## src/rtl/rdchk_pkg.sv

```systemverilog
// Shared types, ErrorInfo field offsets and expected-line geometry for the read-response checker.
package rdchk_pkg;

  typedef enum logic [1:0] {StIdle, StCheck, StDone} rdchk_state_e;

  localparam int unsigned LineW      = 512;
  localparam int unsigned ErrActLo   = 0;
  localparam int unsigned ErrExpLo   = 64;
  localparam int unsigned ErrCntLo   = 128;
  localparam int unsigned ErrHdrLo   = 160;
  localparam int unsigned ErrAddrLo  = 176;
  localparam int unsigned ErrFlagBit = 255;

  // Marker sits just above the 416 zero bits and 31 pad bits over {~addr, addr}.
  function automatic int unsigned marker_pos(input int unsigned addr_lmt);
    return 447 + 2 * addr_lmt;
  endfunction

endpackage

```

## src/rtl/rdchk_pattern_gen.sv

```systemverilog
// Expected cache-line generator: {msb, pad, ~addr, addr} zero-extended to a full line.
module rdchk_pattern_gen
  import rdchk_pkg::*;
#(
  parameter int unsigned ADDR_LMT = 20
) (
  input  logic [ADDR_LMT-1:0] addr,
  input  logic                msb,
  output logic [LineW-1:0]    line
);

  localparam int unsigned MarkPos = marker_pos(ADDR_LMT);

  always_comb begin
    line                         = '0;
    line[ADDR_LMT-1:0]           = addr;
    line[2*ADDR_LMT-1:ADDR_LMT]  = ~addr;
    line[MarkPos]                = msb;
  end

endmodule

```

## config.mk

```make
export PLATFORM = sky130hd
export DESIGN_NAME = rdchk_pattern_gen
export DESIGN_NICKNAME = d
export VERILOG_FILES = /design/src/rtl/rdchk_pkg.sv /design/src/rtl/rdchk_pattern_gen.sv
export SDC_FILE = /design/constraint.sdc
export NUM_CORES = 1
export LEC_CHECK = 0
export CAP_MARGIN = 20
export CELL_PAD_IN_SITES_DETAIL_PLACEMENT = 1
export CELL_PAD_IN_SITES_GLOBAL_PLACEMENT = 2
export CORE_AREA = 5 5 206 208
export DETAILED_ROUTE_END_ITERATION = 8
export DIE_AREA = 0 0 211 213
export DONT_BUFFER_PORTS = 1
export PLACE_DENSITY_LB_ADDON = 0.1
export SYNTH_ARGS = -nofsm -noshare
export SYNTH_HDL_FRONTEND = slang
export SYNTH_SLANG_ARGS = --single-unit
```

## constraint.sdc

```tcl
create_clock -name vclk -period 0.8
set_input_delay 0.24 -clock vclk [all_inputs]
set_output_delay 0.24 -clock vclk [all_outputs]
set_load 0.02 [all_outputs]
```

======== Yosys cells after proc, flatten, opt, wreduce, memory -nomap -nowiden ========
Cells that the tools add are included.
word-level totals
  register bits after elaboration ......... 0
  output and inout bits ................... 512
cells by class
  bitwise gates (word level) .............. 1
operator list
  kind         number
  $not 20->20  1

======== Logic depth before layout (Yosys ltp) ========
  word-level depth ........................ 1
  gate-level depth with buffers ........... 1
  depth with buffers taken out ............ 1

======== Worst setup path before layout ========
OpenSTA, ideal clock, no wires.
  path kind ............................... input -> output
  start point ............................. in addr[0]
  end point ............................... out line[0]
  arrival ................................. 0.374 ns
  required time ........................... 0.560 ns
  setup slack ............................. 0.186 ns
  stages on the path ...................... 1
  path through ............................ buf_4
RTL lines
  item                line                    RTL
  start: declaration  rdchk_pattern_gen.sv:7  input logic [ADDR_LMT-1:0] addr,
  end: declaration    rdchk_pattern_gen.sv:9  output logic [LineW-1:0] line
No word-level cell between the ends.

======== Worst setup path after layout ========
  start point ............................. in addr[19]
  end point ............................... out line[39]
on the way
  word-level cells in the longest chain between the ends .. 1
ends and longest elaborated chain
  item         line                     RTL
  $not 20->20  rdchk_pattern_gen.sv:17  line[2*ADDR_LMT-1:ADDR_LMT] = ~addr;
Every way passes these cells.

==> metrics.cfg <==
[power]
leakage_nw=1.63
peakVddDrop_mv=0.146
power_switching_mw=2.18
swShare=0.996
p_clk_frac=0
p_int_mw=0.00857
power_frac_comb=1.000
p_per_area_mw_per_mm2=873
power_frac_seq=0

[critical_path]
setup.worst_path.class=in2out
cp.arrival_ps=410
endpoint_kind=primary output
cp_slowest_cell=inv_1
crit_family=buffers and inverters
cp_max_fo=2
path_cells=inv_1
worst_path_largest_cell_delay_ps=170
crit_buf_inv=1
startpoint_type=input pin
crit_start=addr[19]
worstPathRequired_ps=560

[cells_and_area]
drive_gt1_frac=0
num_antenna_cells=0
syn2layout_area_growth_pct=-33.5
n_sequential_cell=0
num-nets-final=514
nClkBuffers=0
regArea_um2=0

[route]
drtIter0Drc=9
finalWirelength_um=8280
detail-route-antenna-nets=0
num_vias=1315
drc_errors=0
wire_per_inst_um=8.09
dr.pass1.iters=2
viasPerCell=1.29

[timing]
setup_violations=0
tns_ps=0
finalWorstSetupSlack_ps=151
period_share=0.812
maxSlewViolCount=0
period_minus_slack_ps=649
fmax_ghz=1.54
rsz0062_at_grt=false
hold_viol_final=0

[clock_tree]
ctsResizeCount=0
cts_setup_buffers=0
cts.hold.buffers_added=0

[floorplanning]
fp.coreArea_mm2=0.0404
die_y_um=213
die_x_um=211
die_area_mm2=0.0449
initial_utilization=0.0934
ios=533
std_cell_rows=74

[synthesis]
avgSynthCellArea_um2=7.35
synth_area_mm2=0.00377
synthCells=513
synth.distinct_cells=3
ys_seq_area_frac=0
yosys_warnings=0

[hold_path]
hold_class=in2out
holdPathStages=0
hold_start=msb
min_to=line[487]

[placed_design]
io_buffers=0
gp_congestion=0.660
dp_hpwl_um=8340
post-place-ws_ps=126

[grt]
grt_pass1_wl_um=8780
grt_pass1_vias=1199
grt_start_max_net_pins=3
grtUsageTotal=0.0252
grt_antenna_before_repair=0
grt_overflow=0

[flow_run]
maxCapViolCount=0

[run_status]
status=finished clean

[synth_stat cells]
library cell | instances | area share
buf_4 | 492 | 0.98
inv_1 | 20 | 0.020
conb_1 | 1 | 0.00099
[power by group through the flow]
stage / Combinational [mW] / Clock, mW / Sequential (mW)
2_1_floorplan: 3.92 / 0 / 0
3_3_place_gp: 2.01 / 0 / 0
3_5_place_dp: 2.01 / 0 / 0
4_1_cts: 2.01 / 0 / 0
5_1_grt: 2.32 / 0 / 0
6_report: 2.19 / 0 / 0
[how the worst max path moves through the flow]
stage / end / depth (start not counted)
after floorplan: line[0] / 1
after global placement: line[39] / 1
after detailed placement: line[39] / 1
after CTS: line[39] / 1
after global routing: line[39] / 1
final: line[39] / 1
[per-layer routing]
| layer | vias up | global-route usage | wire length (µm) |
|---|---|---|---|
| li1 | 511 | - | - |
| met1 | 544 | 0.0104 | 1130 |
| met2 | 260 | 0.0721 | 5880 |
| met3 | 0 | 0.00705 | 1270 |
| met4 | 0 | 0.000447 | 0 |
| met5 | - | 0 | 0 |
[cells by family after synthesis]
| family | after synthesis | share of synthesized area |
|---|---|---|
| buffers and inverters | 512 | 0.999 |
| other | 1 | 0.000994 |
[cells in the final DEF, fill, tap and decap left out]
cell	count
conb_1	471
inv_1	20
[final cells by class]
class / instances / area (µm²)
multi-input combinational: 471 / 1770
tap: 532 / 666
fill: 5104 / 37900
inverter: 20 / 75.1
[metrics by stage]
step	util	area (µm²)	hold slack [ps]	cells	power, mW
after floorplan	-	5540	557	983	3.92
after global placement	0.0621	2510	480	1023	2.01
after detailed placement	0.0621	2510	480	1023	2.01
after CTS	0.0621	2510	480	1023	2.01
after global routing	0.0621	2510	480	1023	2.32
final	0.0621	2510	480	1023	2.19
(Power assumes the default switching activity.)
